<file path="src/rtl/add_pkg.sv">
// rtl/add_pkg.sv - shared types for the multi-precision add sequencer
package add_pkg;

    typedef enum logic {
        IDLE = 1'b0,
        RUN  = 1'b1
    } state_t;

    localparam int DefaultBits     = 64;
    localparam int DefaultMaxWords = 16;
    localparam int DefaultIdxBits  = 4;

endpackage

</file>
<file path="src/rtl/add_slice_cin.sv">
// rtl/add_slice_cin.sv - single-word adder slice with carry-in and carry-out
module add_slice_cin #(
    parameter int Bits = 64
) (
    input  logic [Bits-1:0] a_i,
    input  logic [Bits-1:0] b_i,
    input  logic            cin_i,
    output logic [Bits-1:0] sum_o,
    output logic            cout_o
);

    assign {cout_o, sum_o} = {1'b0, a_i} + {1'b0, b_i} + {{Bits{1'b0}}, cin_i};

endmodule

</file>
<file path="src/rtl/add_mp_seq.sv">
// rtl/add_mp_seq.sv - multi-precision add sequencer, LS word first, one word per beat
module add_mp_seq
    import add_pkg::*;
#(
    parameter int Bits     = DefaultBits,
    parameter int MaxWords = DefaultMaxWords,
    parameter int IdxBits  = DefaultIdxBits
) (
    input  logic               clk,
    input  logic               reset,
    input  logic               in_valid,
    output logic               in_ready,
    input  logic [Bits-1:0]    in_a,
    input  logic [Bits-1:0]    in_b,
    input  logic               in_last,
    output logic               out_valid,
    input  logic               out_ready,
    output logic [Bits-1:0]    out_sum,
    output logic [IdxBits-1:0] out_idx,
    output logic               out_last,
    output logic               out_carry,
    output logic               out_err
);

    typedef struct packed {
        logic [Bits-1:0]    sum;
        logic [IdxBits-1:0] idx;
        logic               last;
        logic               carry;
        logic               err;
    } beat_t;

    state_t             state_q, state_d;
    logic [IdxBits-1:0] cnt_q, cnt_d;
    logic               carry_q, carry_d;
    beat_t              out_q, out_d;
    logic               out_valid_q, out_valid_d;

    logic               accept;
    logic               cin;
    logic [Bits-1:0]    slice_sum;
    logic               slice_cout;
    logic               at_max;
    logic               term;

    assign in_ready = !out_valid_q || out_ready;
    assign accept   = in_valid && in_ready;
    assign cin      = (state_q == RUN) ? carry_q : 1'b0;
    assign at_max   = (cnt_q == IdxBits'(MaxWords - 1));
    assign term     = in_last || at_max;

    add_slice_cin #(.Bits(Bits)) u_slice (
        .a_i    (in_a),
        .b_i    (in_b),
        .cin_i  (cin),
        .sum_o  (slice_sum),
        .cout_o (slice_cout)
    );

    always_comb begin
        state_d     = state_q;
        cnt_d       = cnt_q;
        carry_d     = carry_q;
        out_d       = out_q;
        out_valid_d = out_valid_q && !out_ready;
        if (accept) begin
            out_valid_d = 1'b1;
            out_d.sum   = slice_sum;
            out_d.idx   = cnt_q;
            out_d.last  = term;
            out_d.carry = term && slice_cout;
            out_d.err   = at_max && !in_last;
            // A forced stop at MaxWords starts a fresh operation with the next word.
            if (term) begin
                state_d = IDLE;
                cnt_d   = '0;
                carry_d = 1'b0;
            end else begin
                state_d = RUN;
                cnt_d   = cnt_q + 1'b1;
                carry_d = slice_cout;
            end
        end
    end

    always_ff @(posedge clk or negedge reset) begin
        if (!reset) begin
            state_q     <= IDLE;
            cnt_q       <= '0;
            carry_q     <= 1'b0;
            out_q       <= '0;
            out_valid_q <= 1'b0;
        end else begin
            state_q     <= state_d;
            cnt_q       <= cnt_d;
            carry_q     <= carry_d;
            out_q       <= out_d;
            out_valid_q <= out_valid_d;
        end
    end

    assign out_valid = out_valid_q;
    assign out_sum   = out_q.sum;
    assign out_idx   = out_q.idx;
    assign out_last  = out_q.last;
    assign out_carry = out_q.carry;
    assign out_err   = out_q.err;

endmodule
</file>
<file path="config.mk">
export PLATFORM = sky130hd
export DESIGN_NAME = add_mp_seq
export DESIGN_NICKNAME = d
export VERILOG_FILES = /design/src/rtl/add_pkg.sv /design/src/rtl/add_slice_cin.sv /design/src/rtl/add_mp_seq.sv
export SDC_FILE = /design/constraint.sdc
export NUM_CORES = 1
export LEC_CHECK = 0
export BUFFER_PORTS_ARGS = -buffer_cell sky130_fd_sc_hd__buf_2
export CORE_MARGIN = 4
export CORE_UTILIZATION = 50
export CTS_BUF_LIST = sky130_fd_sc_hd__clkbuf_8 sky130_fd_sc_hd__clkbuf_16
export DETAILED_ROUTE_END_ITERATION = 6
export PLACE_DENSITY = 0.78
export SLEW_MARGIN = 20
export SYNTH_ARGS = -nofsm -noshare
export SYNTH_HDL_FRONTEND = slang
export SYNTH_SLANG_ARGS = --single-unit
</file>
<file path="constraint.sdc">
create_clock -name clk -period 6.7 [get_ports clk]
set_clock_uncertainty 0.1 [all_clocks]
set_input_delay 0.67 -clock clk [delete_from_list [all_inputs] [get_ports clk]]
set_output_delay 0.67 -clock clk [all_outputs]
set_load 0.01 [all_outputs]
</file>
---- Yosys cells after proc, flatten, opt, wreduce, memory -nomap -nowiden ----
Cells that the tools add are included.
word-level totals
  register bits after elaboration ......... 78
  latch bits .............................. 0
  memory bits (writable) .................. 0
  ROM bits ................................ 0
  bits of input ports ..................... 133
  output and inout bits ................... 73
  logic and storage cells ................. 27
  memories ................................ 0
operators by class
  add/sub/neg operators ................... 3
  multiply operators ...................... 0
  divide/modulo/power cells ............... 0
  order comparisons ....................... 0
  eq/ne operators ......................... 1
  shifts and indexed selects .............. 0
  mux-type cells .......................... 5
  bitwise gates (word level) .............. 0
  reductions and logical operators ........ 9
operators by type and width
  kind                                                           count
  64-bit by 64-bit adder with 65-bit output                      1
  65-bit by 1-bit adder with 65-bit output                       1
  4-bit by 1-bit adder with 4-bit output, second input constant  1
  4-bit == test, second input constant                           1
  1-bit logical AND                                              4
  1-bit two-way mux                                              4
  4-bit two-way mux                                              1
  1-bit logical NOT                                              3
  1-bit logical OR                                               2

---- Longest topological paths before layout ----
  depth in word-level cells ............... 4
  mapped depth ............................ 13
  mapped depth without buffers ............ 12

---- Cells and area by module ----
From an unflattened synthesis, not the netlist that was laid out.
unflattened totals
  cell total of the unflattened synthesis .. 706
  area total of the unflattened synthesis .. 6,852.8 um^2
by module, submodules not included
  module         instances  cells an instance  area each (um^2)  seq. area each (um^2)
  add_slice_cin  1          519                3,764.9           0.0
  add_mp_seq     1          187                3,088.0           1,951.9

---- Least setup slack after synthesis ----
Ideal clock, no wire load.
  kind .................................... input to register
  start ................................... input port in_a[0]
  end ..................................... register out_q, in the netlist out_sum[46]
  library setup time ...................... 126 ps
  data arrival time ....................... 3,353 ps
  required time ........................... 6,474 ps
  setup slack ............................. 3,121 ps
  stages on the path ...................... 13
  buffers on the path ..................... 1
  cell sequence ........................... inv_1 > fa_1 > fa_1 > nand2b_1 > a21o_1 > a211oi_4 > o21bai_2 > a2111oi_4 > o211a_1 > or2_1 > buf_6 > a21oi_2 > a221o_1
on the way
  cells in the longest elaborated chain, start to end .. 2
RTL lines
  item                                       RTL line             text
  start: declaration                         add_mp_seq.sv:13     input logic [Bits-1:0] in_a,
  64-bit by 64-bit adder with 65-bit output  add_slice_cin.sv:12  assign {cout_o, sum_o} = {1'b0, a_i} + {1'b0, b_i} + {{Bits{1'b0}}, cin_i};
  65-bit by 1-bit adder with 65-bit output   add_slice_cin.sv:12
  end signal: assignment                     add_mp_seq.sv:97     out_q <= out_d;
  end: declaration                           add_mp_seq.sv:36     beat_t out_q, out_d;
Every way passes these cells.
A chain may end at the register's enable or synchronous reset.

---- Worst setup path in the final report ----
Same ends and word-level chain as after synthesis.

==> impl_metrics.env <==
export IMPL_syn_to_final_growth_pct=20.8
export IMPL_worst_setup_path_type="input pin to register"
export IMPL_yosys_top_cells_count="nand2_1 (143), dfrtp_1 (78), o21ai_0 (74)"
export IMPL_critPathMaxFanout=6
export IMPL_postLayoutCoreUtil_pct=61.9
export IMPL_path_common_cell="fa_1"
export IMPL_power_mw=1.83
export IMPL_yosys_most_used_dff="dfrtp_1"
export IMPL_worst_skew_pair_late_latency_ns=0.34
export IMPL_worst_endpoint_required_ns=6.83
export IMPL_synth_most_common_cell="nand2_1"
export IMPL_yosys_area_share_adder_pct=12.4
export IMPL_cts_resized_gates=0
export IMPL_irDropWorstVdd_v=0.000121
export IMPL_placedCellCount=1191
export IMPL_post_cts_hold_buffer_count=0
export IMPL_timing_critical_path_cells="buf_2, inv_1, fa_1, fa_1, nand2b_1, a21o_1, a211oi_4, o21bai_2, a2111oi_4, o211a_1, or2_1, a21oi_2, a221o_1"
export IMPL_vias_in_the_first_global_route=6494
export IMPL_max_cap_viol_count=0
export IMPL_synthXorXnorAreaFrac_pct=6.58
export IMPL_place_worst_setup_slack_ns=2.61
export IMPL_timing_critical_path_slowest_stage_cell="fa_1"
export IMPL_synth_fp_nets=1048
export IMPL_yosysUniqueCellTypes=72
export IMPL_post_synth_instance_area_um2=6790
export IMPL_netlist_top_cell_by_area="dfrtp_1"
export IMPL_worst_slack_ns=2.97
export IMPL_dominant_combinational_cell_family_by_area_after_synthesis="compound AO/OA/AOI/OAI gates"
export IMPL_finalNonFillerCells=1207
export IMPL_grt_pass1_wl_um=31200
export IMPL_synthSimpleGateAreaFrac_pct=19.3
export IMPL_finalSetupViolations=0
export IMPL_placementRows=42
export IMPL_seq_total_area_yosys_pct=28.8
export IMPL_ctsLongestPathBuffers=2
export IMPL_io_pins=206
export IMPL_floorplan_initialDensity_pct=51.3
export IMPL_power_leakage_nw=4.01
export IMPL_crit_path_dat_ns=3.86
export IMPL_synth_mux_area_share_pct=0.313
export IMPL_dp_hpwl_um=15100
export IMPL_numCtsBuffers=9
export IMPL_synthesis_area_per_instance_um2=8.00
export IMPL_ys_top_cells_by_area="dfrtp_1 (29%), ha_1 (12%), nand2_1 (7.9%), o21ai_0 (5.5%), a21oi_1 (5.4%)"
export IMPL_cts_tree="yes"
export IMPL_yosysWarningCount=0
export IMPL_cts_num_sinks=78
export IMPL_power_density_cell_area_nw_per_um2=223
export IMPL_finalSetupTns_ns=0
export IMPL_ys_ff_latch=78
export IMPL_route_detailed_drc=0
export IMPL_cpPeakStageDelay_ns=0.48
export IMPL_post_synth_arst_share_pct=100
export IMPL_max_freq_ghz=0.268
export IMPL_placedInstanceArea_um2=7890
export IMPL_hold_path_class="input pin to async pin"
export IMPL_drive_gt1_share_pct=23.5
export IMPL_rel_slew_slack_pct=38.1
export IMPL_via_per_inst=5.73
export IMPL_run_status="completed"
export IMPL_num_nets_final=1225
export IMPL_routedWlPerCell_um=15.8
export IMPL_worst_slew_pin_transition_ns=0.929
export IMPL_dr_first_iter_drc_count=612
export IMPL_synth_top_area_share_pct=28.8
export IMPL_post_synth_inst_count=849
export IMPL_number_of_enable_flip_flop_cells_after_synthesis=0
export IMPL_insertedDiodeCount=0
export IMPL_rrSetupSlack_ns=3.04
export IMPL_place_port_buffers=205
export IMPL_cts_setup_buffers=0
export IMPL_cts_root_buf="clkbuf_16"
export IMPL_initial_antenna_violation_count=0
export IMPL_die_area_um2=15500
export IMPL_detail_route_wirelength_um=19100
export IMPL_min_period_over_period_pct=55.7
export IMPL_largest_net_degree_at_the_start_of_global_routing=81
export IMPL_grt_setup_unrepaired="no"
export IMPL_element_type_at_the_critical_path_start="input pin"
export IMPL_critPathBufInv=2
export IMPL_core_region_area_um2=13200
export IMPL_report_final_slew_viol_count=0
export IMPL_floorplan_die_height_um=125
export IMPL_vias_after_detailed_routing=6918
export IMPL_period_needed_ns=3.73
export IMPL_global_route_usage_total_pct=23.9
export IMPL_synth_compound_area_share_pct=29.3
export IMPL_place_congestion=0.889
export IMPL_finish_instance_area_um2=8200
export IMPL_h_tree_depth=3
export IMPL_endpoint_kind="register"
export IMPL_cts_clk_slew_worst_paths_ns=0.07
export IMPL_drt_antenna_violating_nets=0
export IMPL_grt_overflow=0
export IMPL_hold_ws_ns=0.249
export IMPL_dr_pass1_iters=5
export IMPL_critical_path_top_delay_family="compound AO/OA/AOI/OAI gates"
export IMPL_final_hold_viol_count=0
export IMPL_die_width_um=125
[flip-flops by register name, summed over array words and instances (netlist names)]
name and count:
out_sum 64, cnt_q 4, out_idx 4, carry_q 1, out_carry 1, out_err 1
out_last 1, out_valid 1, state_q 1
[cell usage in the layout (no fill, tap or decap), types with 17 or more instances in the layout]
cell / netlist / layout
a21o_1: 33 / 33
a21oi_1: 73 / 73
buf_2: 3 / 204
dfrtp_1: 78 / 78
ha_1: 64 / 64
inv_1: 19 / 19
nand2_1: 143 / 142
nand3_1: 17 / 17
nand4_1: 21 / 21
nor2_1: 53 / 53
o21ai_0: 74 / 74
o21ai_1: 17 / 17
xnor2_1: 25 / 25
xor2_1: 26 / 26
[final cells by class]
type,instances,area [µm²]
Sequential cell,78,1950
Timing Repair Buffer,206,1040
Inverter,19,71.3
Multi-Input combinational cell,712,4610
Clock buffer,9,225
Tap cell,176,220
Fill cell,1256,5040
Clock inverter,7,81.3
[worst reg2reg max path: cells and delay by family, from the launching register on]
family                     cells  cell delay, ns
AOI/OAI and AO/OA              7            1.74
adders and majority gates      2            0.85
and+or+nand+nor                3            0.51
DFF                            1            0.34
[kinds of logic after synthesis]
group / after synthesis
buffers and inverters: 59
adders and majority gates: 66
AOI/OAI and AO/OA: 302
xor gates and xnor gates: 51
DFF: 78
and+or+nand+nor: 291
muxes: 2
[metal layers]
metal | wire length, µm | vias to the layer above | part of all wire (%) | GRT usage [%]
met5 | 0 | - | 0 | 0
met4 | 367 | 0 | 1.9 | 7.74
met3 | 1270 | 31 | 6.6 | 3.82
met2 | 8930 | 238 | 47 | 39.2
met1 | 8500 | 3185 | 45 | 32.1
li1 | - | 3464 | - | -
[report_power, final]
part	total (mW)	switching, mW	internal, mW	leakage (nW)
clock network	0.507	0.214	0.293	0.140
logic	0.697	0.410	0.287	2.90
registers	0.625	0.0568	0.568	0.965
total	1.83	0.681	1.15	4.01
[path summary, 6_finish.rpt]
check | from | end | cells past startpoint
min in group clk | out_sum[44] | out_sum[44] | 2
hold / removal | reset | out_sum[0] | 1
max in group asynchronous | reset | out_sum[33] | 1
setup / recovery | in_a[0] | out_sum[46] | 13
hold reg to reg | out_sum[44] | out_sum[44] | 2
setup reg to reg | state_q | out_sum[46] | 12
Note: power is estimated with default switching activity, not from simulation.
